<file path="config.mk">
export PLATFORM = sky130hd
export DESIGN_NAME = mem_port_arbiter
export DESIGN_NICKNAME = d
export VERILOG_FILES = /design/src/rtl/mem_port_arbiter_pkg.sv /design/src/rtl/mem_port_arbiter_rr_arbiter.sv /design/src/rtl/mem_port_arbiter.sv
export SDC_FILE = /design/constraint.sdc
export NUM_CORES = 1
export LEC_CHECK = 0
export ABC_CLOCK_PERIOD_IN_PS = 1200
export CORE_MARGIN = 10
export CORE_UTILIZATION = 20
export DETAILED_ROUTE_END_ITERATION = 7
export PLACE_DENSITY = 0.76
export SLEW_MARGIN = 5
export SYNTH_ARGS = -nofsm -noshare
export SYNTH_HDL_FRONTEND = slang
export SYNTH_SLANG_ARGS = --single-unit
export TNS_END_PERCENT = 50
</file>
<file path="constraint.sdc">
create_clock -name clk -period 1.2 [get_ports clk]
set_input_delay 0.12 -clock clk [delete_from_list [all_inputs] [get_ports clk]]
set_output_delay 0.12 -clock clk [all_outputs]
set_load 0.005 [all_outputs]
</file>
<file path="src/rtl/mem_port_arbiter_pkg.sv">
// Shared constants and helpers for the multi-port memory front end:
// arbitration mode codes, default bus widths and the port-index width helper.
package mem_port_arbiter_pkg;

    localparam int MEM_ARB_RR = 0;
    localparam int MEM_ARB_FP = 1;

    localparam int DEF_ADDR_W = 6;
    localparam int DEF_DATA_W = 8;

    // Width of an encoded port index; never narrower than one bit.
    function automatic int idx_width(input int n);
        return (n <= 2) ? 1 : $clog2(n);
    endfunction

endpackage

</file>
<file path="src/rtl/mem_port_arbiter_rr_arbiter.sv">
// Single-grant arbiter: picks the requester closest to ptr (round-robin) or the
// lowest requesting index (fixed priority), returning one-hot and encoded grant.
module rr_arbiter
    import mem_port_arbiter_pkg::*;
#(
    parameter int N     = 2,
    parameter int MODE  = MEM_ARB_RR,
    parameter int IDX_W = 1
) (
    input  logic [N-1:0]     req,
    input  logic [IDX_W-1:0] ptr,
    output logic [N-1:0]     gnt,
    output logic [IDX_W-1:0] idx,
    output logic             any
);

    localparam bit IS_FP = (MODE == MEM_ARB_FP);

    int   best_d_s;
    logic take_s;

    // Search distance of port p from the start of the priority order.
    function automatic int prio_dist(input int p, input logic [IDX_W-1:0] q);
        return IS_FP ? p : ((p - int'(q) + N) % N);
    endfunction

    // Winner selection: smallest search distance among active requesters.
    always_comb begin
        best_d_s = N;
        take_s   = 1'b0;
        idx      = '0;
        for (int p = 0; p < N; p++) begin
            take_s   = req[p] && (prio_dist(p, ptr) < best_d_s);
            best_d_s = take_s ? prio_dist(p, ptr) : best_d_s;
            idx      = take_s ? IDX_W'(p) : idx;
        end
    end

    // One-hot expansion of the encoded winner.
    always_comb begin
        any = |req;
        gnt = '0;
        for (int p = 0; p < N; p++) begin
            gnt[p] = any && (idx == IDX_W'(p));
        end
    end

endmodule

</file>
<file path="src/rtl/mem_port_arbiter.sv">
// N-port front end for the single-port data memory: arbitrates requesters,
// drives the RAM from the winner and routes each read result back to its issuer.
module mem_port_arbiter
    import mem_port_arbiter_pkg::*;
#(
    parameter int NUM_PORTS = 2,
    parameter int ADDR_W    = DEF_ADDR_W,
    parameter int DATA_W    = DEF_DATA_W,
    parameter int RD_LAT    = 1,
    parameter int ARB_MODE  = MEM_ARB_RR
) (
    input  logic                          clk,
    input  logic                          reset,
    input  logic [NUM_PORTS-1:0]          port_req,
    input  logic [NUM_PORTS-1:0]          port_we,
    input  logic [NUM_PORTS*ADDR_W-1:0]   port_addr,
    input  logic [NUM_PORTS*DATA_W-1:0]   port_wdata,
    output logic [NUM_PORTS-1:0]          port_gnt,
    output logic [NUM_PORTS-1:0]          port_rvalid,
    output logic [DATA_W-1:0]             port_rdata,
    output logic [ADDR_W-1:0]             mem_addr,
    output logic                          mem_we,
    output logic [DATA_W-1:0]             mem_data,
    input  logic [DATA_W-1:0]             mem_q
);

    localparam int IDX_W = idx_width(NUM_PORTS);
    localparam bit IS_RR = (ARB_MODE == MEM_ARB_RR);

    logic [IDX_W-1:0]     rr_ptr_r;
    logic [IDX_W-1:0]     rr_ptr_nxt_s;
    logic [NUM_PORTS-1:0] arb_gnt_s;
    logic [IDX_W-1:0]     gnt_idx_s;
    logic                 arb_any_s;
    logic                 gnt_vld_s;
    logic                 gnt_rd_s;
    logic [ADDR_W-1:0]    sel_addr_s;
    logic [DATA_W-1:0]    sel_data_s;
    logic                 sel_we_s;

    logic [RD_LAT-1:0]    tag_vld_r;
    logic [IDX_W-1:0]     tag_idx_r [RD_LAT];

    rr_arbiter #(
        .N     (NUM_PORTS),
        .MODE  (ARB_MODE),
        .IDX_W (IDX_W)
    ) u_arb (
        .req (port_req),
        .ptr (rr_ptr_r),
        .gnt (arb_gnt_s),
        .idx (gnt_idx_s),
        .any (arb_any_s)
    );

    // Grant suppression while reset is held, so no access can slip through.
    always_comb begin
        if (reset) begin
            port_gnt  = '0;
            gnt_vld_s = 1'b0;
        end else begin
            port_gnt  = arb_gnt_s;
            gnt_vld_s = arb_any_s;
        end
    end

    // AND-OR select of the granted port's request fields.
    always_comb begin
        sel_addr_s = '0;
        sel_data_s = '0;
        sel_we_s   = 1'b0;
        for (int i = 0; i < NUM_PORTS; i++) begin
            sel_addr_s = sel_addr_s | ({ADDR_W{port_gnt[i]}} & port_addr[i*ADDR_W +: ADDR_W]);
            sel_data_s = sel_data_s | ({DATA_W{port_gnt[i]}} & port_wdata[i*DATA_W +: DATA_W]);
            sel_we_s   = sel_we_s | (port_gnt[i] & port_we[i]);
        end
    end

    // RAM drive; idle cycles park the bus on port 0 with the write disabled.
    always_comb begin
        if (gnt_vld_s) begin
            mem_addr = sel_addr_s;
            mem_data = sel_data_s;
            mem_we   = sel_we_s;
        end else begin
            mem_addr = port_addr[ADDR_W-1:0];
            mem_data = port_wdata[DATA_W-1:0];
            mem_we   = 1'b0;
        end
        gnt_rd_s = gnt_vld_s & ~sel_we_s;
    end

    // Pointer successor: the port after the winner, wrapping to 0.
    always_comb begin
        if (gnt_idx_s == IDX_W'(NUM_PORTS - 1)) begin
            rr_ptr_nxt_s = '0;
        end else begin
            rr_ptr_nxt_s = gnt_idx_s + IDX_W'(1);
        end
    end

    // Round-robin pointer; holds on idle cycles and stays 0 in priority mode.
    always_ff @(posedge clk) begin
        if (reset) begin
            rr_ptr_r <= '0;
        end else if (IS_RR && gnt_vld_s) begin
            rr_ptr_r <= rr_ptr_nxt_s;
        end else begin
            rr_ptr_r <= rr_ptr_r;
        end
    end

    // Read tag pipe: one stage per cycle of RAM latency, so the tag and mem_q line up.
    always_ff @(posedge clk) begin
        if (reset) begin
            tag_vld_r <= '0;
            for (int s = 0; s < RD_LAT; s++) begin
                tag_idx_r[s] <= '0;
            end
        end else begin
            tag_vld_r[0] <= gnt_rd_s;
            tag_idx_r[0] <= gnt_idx_s;
            for (int s = 1; s < RD_LAT; s++) begin
                tag_vld_r[s] <= tag_vld_r[s-1];
                tag_idx_r[s] <= tag_idx_r[s-1];
            end
        end
    end

    // Return strobe decode from the last tag stage.
    always_comb begin
        port_rvalid = '0;
        for (int i = 0; i < NUM_PORTS; i++) begin
            port_rvalid[i] = tag_vld_r[RD_LAT-1] && (tag_idx_r[RD_LAT-1] == IDX_W'(i));
        end
    end

    assign port_rdata = mem_q;

endmodule

</file>
**Word level (Yosys, flattened, before mapping)**

Memory sizes are Yosys's and may differ from the RTL's.
Cells that the tools add are included.

- Bits of input ports: 42
- Output and inout bits: 27
- Word-level logic and storage cells: 46
- Bits in registers: 2
- Memory bits (writable): 1
- Memories kept: 1

- Add/subtract/negate cells: 5
- Reduce and logical (&&, ||, !) cells: 8
- Mux-type cells: 13
- Bitwise operators: 15
- Magnitude comparators: 2

Memories:

| name | words | width | read ports | clocked after memory_dff | write ports | RTL line | source |
|---|---|---|---|---|---|---|---|
| tag_idx_r | 1 | 1 | 1 | 0 | 1 | mem_port_arbiter.sv:42 | `logic [IDX_W-1:0] tag_idx_r [RD_LAT];` |

Operator list:

| operator | number |
|---|---|
| $add 32x3->32 const B | 1 |
| $lt 2x32->1 | 1 |
| $mux 32 | 1 |
| $and 8x8->8 | 2 |
| $and 6x6->6 | 2 |
| $mux 1 | 9 |
| $mux 8 | 1 |
| $or 8x8->8 | 1 |
| $logic_and 1x1->1 | 6 |
| $mux 6 | 1 |
| $or 6x6->6 | 1 |
| $and 1x1->1 | 5 |
| $add 2x3->4 const B | 1 |
| $sub 1x1->2 const A | 2 |
| $lt 2x3->1 const B | 1 |
| $not 1->1 | 3 |
| $mux 2 | 1 |
| $reduce_or 2->1 | 1 |
| $add 1x1->1 const B | 1 |
| $or 1x1->1 | 1 |
| $reduce_or 1->1 | 1 |

**Logic depth before layout (Yosys ltp)**

Gate-level depths: netlist of the first run.

- Word-level depth: 16
- Mapped depth: 5
- Mapped depth without buffers: 3

**Cells and area by module**

From an unflattened synthesis of the first run, not the netlist that was laid out.

- Cell total of the unflattened synthesis: 47
- Area, all modules: 395.4 um^2

By module, submodules not included:

| module | sequential area each (um^2) | area an instance (um^2) | times used | cells each |
|---|---|---|---|---|
| mem_port_arbiter | 60.1 | 362.8 | 1 | 42 |
| rr_arbiter | 0.0 | 32.5 | 1 | 5 |

**Least setup slack after synthesis of the first run**

OpenSTA, ideal clock, no wires.

- Path type: register to output
- Start point: register rr_ptr_r
- End point: output port mem_addr[3]
- Data required time: 1.080 ns
- Stages on the path, launching flop included: 6
- Arrival time: 1.171 ns
- Slack: -0.091 ns
- Buffers on the path: 2
- Path through: dfxtp_1 -> nand2b_4 -> and3b_1 -> buf_6 -> buf_12 -> mux2_4

- Elaborated cells on any way between the ends: 20
- Classes of those cells: 4 x add/sub; 2 x order compare; 4 x mux; 6 x bitwise; 4 x reduce/logical

RTL lines:

| item | RTL line | source |
|---|---|---|
| from (decl) | mem_port_arbiter.sv:30 | `logic [IDX_W-1:0] rr_ptr_r;` |
| from (signal assigned) | mem_port_arbiter.sv:107 | `rr_ptr_r <= rr_ptr_nxt_s;` |
| from (signal assigned) | mem_port_arbiter.sv:109 | `rr_ptr_r <= rr_ptr_r;` |
| $sub 1x1->2 | mem_port_arbiter_rr_arbiter.sv:24 | `return IS_FP ? p : ((p - int'(q) + N) % N);` |
| $add 2x3->4 | mem_port_arbiter_rr_arbiter.sv:24 |  |
| $and 1x1->1 (no source line) | - |  |
| $lt 2x3->1 | mem_port_arbiter_rr_arbiter.sv:33 | `take_s = req[p] && (prio_dist(p, ptr) < best_d_s);` |
| $logic_and 1x1->1 | mem_port_arbiter_rr_arbiter.sv:33 |  |
| $mux 32 | mem_port_arbiter_rr_arbiter.sv:34 | `best_d_s = take_s ? prio_dist(p, ptr) : best_d_s;` |
| $lt 2x32->1 * | mem_port_arbiter_rr_arbiter.sv:33 |  |
| $logic_and 1x1->1 * | mem_port_arbiter_rr_arbiter.sv:33 |  |
| $mux 1 * | mem_port_arbiter_rr_arbiter.sv:35 | `idx = take_s ? IDX_W'(p) : idx;` |
| $logic_and 1x1->1 * | mem_port_arbiter_rr_arbiter.sv:44 | `gnt[p] = any && (idx == IDX_W'(p));` |
| $mux 2 * | mem_port_arbiter.sv:58 | `if (reset) begin` |
| via port_gnt[1] | mem_port_arbiter.sv:18 | `output logic [NUM_PORTS-1:0] port_gnt,` |
| $and 6x6->6 * | mem_port_arbiter.sv:73 | `sel_addr_s = sel_addr_s \| ({ADDR_W{port_gnt[i]}} & port_addr[i*ADDR_W +: ADDR_W]);` |
| $or 6x6->6 * | mem_port_arbiter.sv:73 |  |
| $mux 6 * | mem_port_arbiter.sv:81 | `if (gnt_vld_s) begin` |
| to (decl) | mem_port_arbiter.sv:21 | `output logic [ADDR_W-1:0] mem_addr,` |

The timed path passes the listed nets; every way through them passes the cells marked *.

**Final worst setup path of the first run**

- Start point: register rr_ptr_r
- End point: output port mem_data[7]

- Longest elaborated chain between the ends: 15
- Elaborated cells on any way between the ends: 20
- Classes of those cells: 4 x add/sub; 2 x order compare; 4 x mux; 6 x bitwise; 4 x reduce/logical

Ends and longest elaborated chain:

| item | RTL line | source |
|---|---|---|
| $sub 1x1->2 | mem_port_arbiter_rr_arbiter.sv:24 |  |
| $add 2x3->4 | mem_port_arbiter_rr_arbiter.sv:24 |  |
| $and 1x1->1 (no source line) | - |  |
| $lt 2x3->1 | mem_port_arbiter_rr_arbiter.sv:33 |  |
| $logic_and 1x1->1 | mem_port_arbiter_rr_arbiter.sv:33 |  |
| $mux 32 | mem_port_arbiter_rr_arbiter.sv:34 |  |
| $lt 2x32->1 * | mem_port_arbiter_rr_arbiter.sv:33 |  |
| $logic_and 1x1->1 * | mem_port_arbiter_rr_arbiter.sv:33 |  |
| $mux 1 * | mem_port_arbiter_rr_arbiter.sv:35 |  |
| $not 1->1 | mem_port_arbiter_rr_arbiter.sv:44 |  |
| $logic_and 1x1->1 | mem_port_arbiter_rr_arbiter.sv:44 |  |
| $mux 2 * | mem_port_arbiter.sv:58 |  |
| $and 8x8->8 | mem_port_arbiter.sv:74 | `sel_data_s = sel_data_s \| ({DATA_W{port_gnt[i]}} & port_wdata[i*DATA_W +: DATA_W]);` |
| $or 8x8->8 * | mem_port_arbiter.sv:74 |  |
| $mux 8 * | mem_port_arbiter.sv:81 |  |
| to (decl) | mem_port_arbiter.sv:23 | `output logic [DATA_W-1:0] mem_data,` |

Every way passes the cells marked *; elsewhere a longest branch is shown, timed or not.

==> results.md, run 1 <==
* Adder-cell share of the synthesized area at 0
* Tot Pwr at 0.653 mW
* Worst Path Required at 1080 ps
* Footprint of the multi-input gates at 315 um2
* Root Buffer: clkbuf_4
* Row count at 16
* Global-route wire length before repair at 2950 um
* All-Layer GR Usage at 0.0857
* Post-synthesis compound-gate area fraction at 0.0399
* Starting Density at 0.217
* Clock buffer depth at 2
* Clock-pin slew on the worst setup and hold paths at 30 ps
* Fill cells at 181
* Final worst slack at -403 ps
* Yosys cell types at 17
* Failing checks: negative setup slack
* DP HPWL at 1730 um
* DRC Markers at 0
* Initial antenna violation count at 0
* Status: finished, violations left
* CTS tree: yes
* Most frequent cells in the layout: clkdlybuf4s50_1, buf_6, mux2_4, buf_4
* Worst slew pin tran at 165 ps
* Syn avg cell area at 10.2 um2
* Layout Utilization at 0.520
* Initial DRC Count at 23
* Pre-Repair DR Iteration Count at 4
* Largest net degree at the start of global routing at 9
* Max IR drop VDD at 0.000238 V
* Final wirelength at 2010 um
* Nets at 141
* CTS Sinks at 3
* Largest family of logic cells by synthesized area: multiplexers
* Congestion Overflow GR at 0
* Synth Area in Simple Gates at 0.179
* Synth top area cells: mux2_4, dfxtp_1, buf_4, mux2_2, buf_12
* Post-CTS Hold Fix Bufs at 0
* I/O pins at 69
* CP max FO at 8
* Fin crit period at 1600 ps
* Synth top area share at 0.308
* Crit start category: register
* XOR/XNOR Fraction of Synth Area at 0
* Area growth from synthesis to layout at 140%
* Power per cell area at 620 nW/um2
* DR vias/cell at 4.19
* Port bufs at 52
* FF+latch area at 61.3 um2
* Hold path depth at 0
* Worst Clk Skew at 2.31 ps
* Max H-tree Level at 1
* Slew HR at 0.889
* CTS Buf Count at 3
* Share of post-route cells with drive strength above 1 at 0.490
* DR vias at 524
* Final period utilization at 1.34
* Die width at 66.9 um
* Final Max Tran Viols at 0
* Routability cong. at 0.775
* Critical path class: register to output pin
* Leak at 0.490 nW
* Net Count, Synth at 85
* Core Area at 2020 um2
* Post-Syn Area at 439 um2
* Final setup fails at 17
* Vias in the first global route at 546
* Leading cell type in the layout, fill and taps excluded: clkdlybuf4s50_1
* Die Y at 66.9 um
* Max Freq at 624 MHz
* Worst R2R Path Depth at 6
* Register area share after synthesis at 0.137
* Antenna Nets Post-Route at 0
* N_diodes at 0
* Post-synthesis sequential element count at 3
* Wire per inst at 16.1 um
* Synth warn at 0
* Placement Setup Slack at -780 ps
* RSZ-0062 raised after global routing: true
* Cell taking the most area after synthesis: mux2_4
* Worst setup EP type: output pin
* Crit path DAT at 1480 ps
* Die area at 4470 um2
* Tightest Hold Check Type: input pin to output pin
* Cells after synthesis at 43
* Mux cell area share after synthesis at 0.436
* Clk Latency, worst-skew pair at 230 ps
* R2R Setup Slk at 150 ps
* Final Hold Fails at 0
* Max_cap viols at 0
==> power breakdown <==
group / internal (mW) / total, mW / switching [mW]
combinational: 0.265 / 0.365 / 0.100
sequential: 0.108 / 0.111 / 0.00304
clock: 0.125 / 0.177 / 0.0521
==> stage by stage <==
step	hold slack (ps)	instances	setup TNS (ps)	cell area [um2]
6_report	240	125	-5710	1050
5_1_grt	240	125	-6740	1050
4_1_cts	240	125	-7050	1070
2_1_floorplan	192	43	-688	439
3_3_place_gp	240	119	-11520	967
3_5_place_dp	240	119	-11840	967
==> per-layer routing <==
layer,vias up,track usage,wire (um)
li1,252,-,-
met1,236,0.0948,843
met2,36,0.141,932
met3,0,0.0334,232
met4,0,0.0385,0
met5,-,0,0
==> synth_stat cells <==
library cell / instances
nand2_1: 2
nand3_1: 3
mux2_2: 5
nor2b_1: 1
mux2_4: 9
o31ai_1: 1
buf_12: 1
nor2_1: 3
dfxtp_1: 3
and3b_2: 1
buf_6: 1
a21oi_1: 1
nand2b_4: 1
o21ai_0: 1
and3b_1: 1
buf_4: 8
and2_1: 1
==> layout make-up <==
cell class,instances,area share
clock buffer,4,0.0250
sequential,3,0.0583
multi-input combinational,30,0.300
timing repair buffer,61,0.585
tap,27,0.0321
==> state kept, by name, summed over array words and instances, names as in the netlist <==
name	cells
rr_ptr_r	1
tag_idx_r	1
tag_vld_r	1
==> what timing repair did <==
action	CTS	global route
resized for setup	88	6
setup buffers	1	1
setup endpoints to repair	19	17
pin swaps	0	1
gates cloned	1	0
==> path summary, 6_finish.rpt <==
kind,from,to
hold reg to reg,rr_ptr_r,tag_vld_r
hold / removal,mem_q[4],port_rdata[4]
setup reg to reg,rr_ptr_r,tag_vld_r
setup / recovery,rr_ptr_r,mem_data[7]
==> kinds of logic (layout without fill, tap and decap cells) <==
group           Yosys count  after routing
flops                     3              3
mux                      14             14
compound gates            3              3
buf+inv                  10             65
simple gates             13             13
==> worst max-delay path: stages (launching register included) <==
cell and delay [ps]:
dfxtp_2 310, nand2b_4 130, and3b_2 230, buf_12 160, mux2_4 300, buf_6 120
Note: power is estimated with default switching activity, not from simulation.
==> run 2: changes to the inputs <==
Settings changed: MAX_ROUTING_LAYER set to met4, RECOVER_POWER set to 25.
==> run 2 against run 1 <==
  * The flow still finishes with violations (negative setup slack)
  * Global-route usage increased by 0.24 points
  * Non-clock buffer count unchanged
  * Critical path depth unchanged
  * Hold slack unchanged
  * Fmax about the same
  * Via count increased by 0.57%
  * Sequential power about the same
  * Flip-flop and latch count unchanged
  * Clock-buffer cell count unchanged
  * First-iteration DRC count unchanged
  * Cell count unchanged
  * Critical path type unchanged
  * Highest routed layer unchanged
==> results.md, run 2 (synthesized netlist as in run 1, its figures left out) <==
* Tot Pwr at 0.653 mW (about the same)
* Clock buffer depth at 2 (unchanged)
* Critical path class: register to output pin
* Fin crit period at 1600 ps (-0.0360 ps)
* Final Hold Fails at 0 (unchanged)
* Crit path cell chain: nand2b_4 > and3b_2 > buf_12 > mux2_4 > buf_6
* I/O pins at 69 (unchanged)
* Final period utilization at 1.34 (about the same)
* Pre-Repair DR Iteration Count at 4 (unchanged)
* Worst Clk Skew at 2.31 ps (unchanged)
* Vias in the first global route at 547 (+0.18%)
* Max H-tree Level at 1 (unchanged)
* Initial DRC Count at 23 (unchanged)
* Nets at 141 (unchanged)
* Max IR drop VDD at 0.000238 V (about the same)
* Max_cap viols at 0 (unchanged)
* Failing checks: negative setup slack
* CP startpoint: rr_ptr_r
* RSZ-0062 raised after global routing: true
* Wire per inst at 16.1 um (+0.30%)
* Power per cell area at 620 nW/um2 (about the same)
* CTS Buf Count at 3 (unchanged)
* CTS Sinks at 3 (unchanged)
* Crit path DAT at 1480 ps (about the same)
* Final wirelength at 2020 um (+0.30%)
* Clk Latency, worst-skew pair at 230 ps (about the same)
* Largest net degree at the start of global routing at 9 (unchanged)
* Congestion Overflow GR at 0 (unchanged)
* Worst min-delay path startpoint: mem_q[4]
* DR vias/cell at 4.22 (+0.57%)
* DRC Markers at 0 (unchanged)
* DP HPWL at 1730 um (unchanged)
* Final setup fails at 17 (unchanged)
* Status: finished, violations left
* RR Startpoint: rr_ptr_r
* Largest registers: rr_ptr_r: 1 flops, tag_idx_r: 1 flops, tag_vld_r: 1 flops
* Die width at 66.9 um (unchanged)
* CTS tree: yes
* CP max FO at 8 (unchanged)
* Leading cell type in the layout, fill and taps excluded: clkdlybuf4s50_1
* Final instance area at 1050 um2 (unchanged)
* Max Freq at 624 MHz (about the same)
* Die Y at 66.9 um (unchanged)
* Initial antenna violation count at 0 (unchanged)
* Global-route wire length before repair at 2940 um (-0.24%)
* Tightest Hold Check Type: input pin to output pin
* Slew HR at 0.889 (about the same)
* Area growth from synthesis to layout at 140% (unchanged)
* All-Layer GR Usage at 0.0880 (+0.00236)
* Row count at 16 (unchanged)
* Antenna Nets Post-Route at 0 (unchanged)
* Clock-pin slew on the worst setup and hold paths at 30 ps (about the same)
* Leak at 0.490 nW (unchanged)
* N_diodes at 0 (unchanged)
* Final worst slack at -403 ps (+0.0360 ps)
* Starting Density at 0.217 (unchanged)
* Most frequent cells in the layout: clkdlybuf4s50_1, buf_6, mux2_4, buf_4
* DR vias at 527 (+0.57%)
* Post-DP Area at 967 um2 (unchanged)
* Port bufs at 52 (unchanged)
* Core Area at 2020 um2 (unchanged)
* Root Buffer: clkbuf_4
* CP max stage delay at 310 ps (about the same)
* Worst slew pin tran at 165 ps (-0.00203 ps)
* Routability cong. at 0.785 (+1.3%)
* Worst setup EP type: output pin
* Crit-path slowest cell: dfxtp_2
* Final Max Tran Viols at 0 (unchanged)
* Die area at 4470 um2 (unchanged)
* Worst Path Required at 1080 ps (about the same)
* Share of post-route cells with drive strength above 1 at 0.490 (unchanged)
* Crit start category: register
==> run 2: where the power goes <==
part | internal (mW) | total, mW | switching, mW
clock | 0.125 | 0.177 | 0.0521
sequential | 0.108 | 0.111 | 0.00304
combinational | 0.265 | 0.365 | 0.101
total | 0.497 | 0.653 | 0.156
==> run 2: what timing repair did <==
action	4_1_cts	5_1_grt
setup endpoints to repair	19	17
hold buffers	0	0
cloned	1	0
buffers inserted	1	1
pin swaps	0	1
gates resized for setup	88	6
==> run 2: stage by stage <==
| stage | setup TNS [ps] | hold WS, ps | util | setup WS (ps) | std cells |
|---|---|---|---|---|---|
| after detailed placement | -11840 | 240 | 0.478 | -780 | 119 |
| after global placement | -11520 | 240 | 0.478 | -759 | 119 |
| after CTS | -7050 | 240 | 0.530 | -526 | 125 |
| after floorplan | -688 | 192 | - | -76.4 | 43 |
| after global routing | -6740 | 240 | 0.520 | -464 | 125 |
| final | -5710 | 240 | 0.520 | -403 | 125 |
==> run 2: final timing paths <==
kind	to	slack, ps	depth (start not counted)
max	mem_data[7]	-400	5
min	port_rdata[4]	240	0
max reg2reg	tag_vld_r	150	6
min reg2reg	tag_vld_r	700	4
==> run 2: area by class of cell <==
cell class / count / area, um2
timing repair buffer: 61 / 616
fill: 181 / 970
multi-input combinational: 30 / 315
sequential: 3 / 61.3
clock buffer: 4 / 26.3
tap: 27 / 33.8
==> run 2: critical path: cells and delay by family (launching register included) <==
| family | cells | cell delay [ps] |
|---|---|---|
| buffers and inverters | 2 | 280 |
| flip-flops | 1 | 310 |
| multiplexers | 1 | 300 |
| AND/OR/NAND/NOR | 2 | 360 |
==> run 2: layer usage <==
| metal | routed length (um) | up-vias | track usage |
|---|---|---|---|
| met5 | 0 | - | - |
| met4 | 0 | 0 | 0.0385 |
| met3 | 234 | 0 | 0.0318 |
| met2 | 930 | 38 | 0.141 |
| met1 | 850 | 237 | 0.0957 |
| li1 | - | 252 | - |
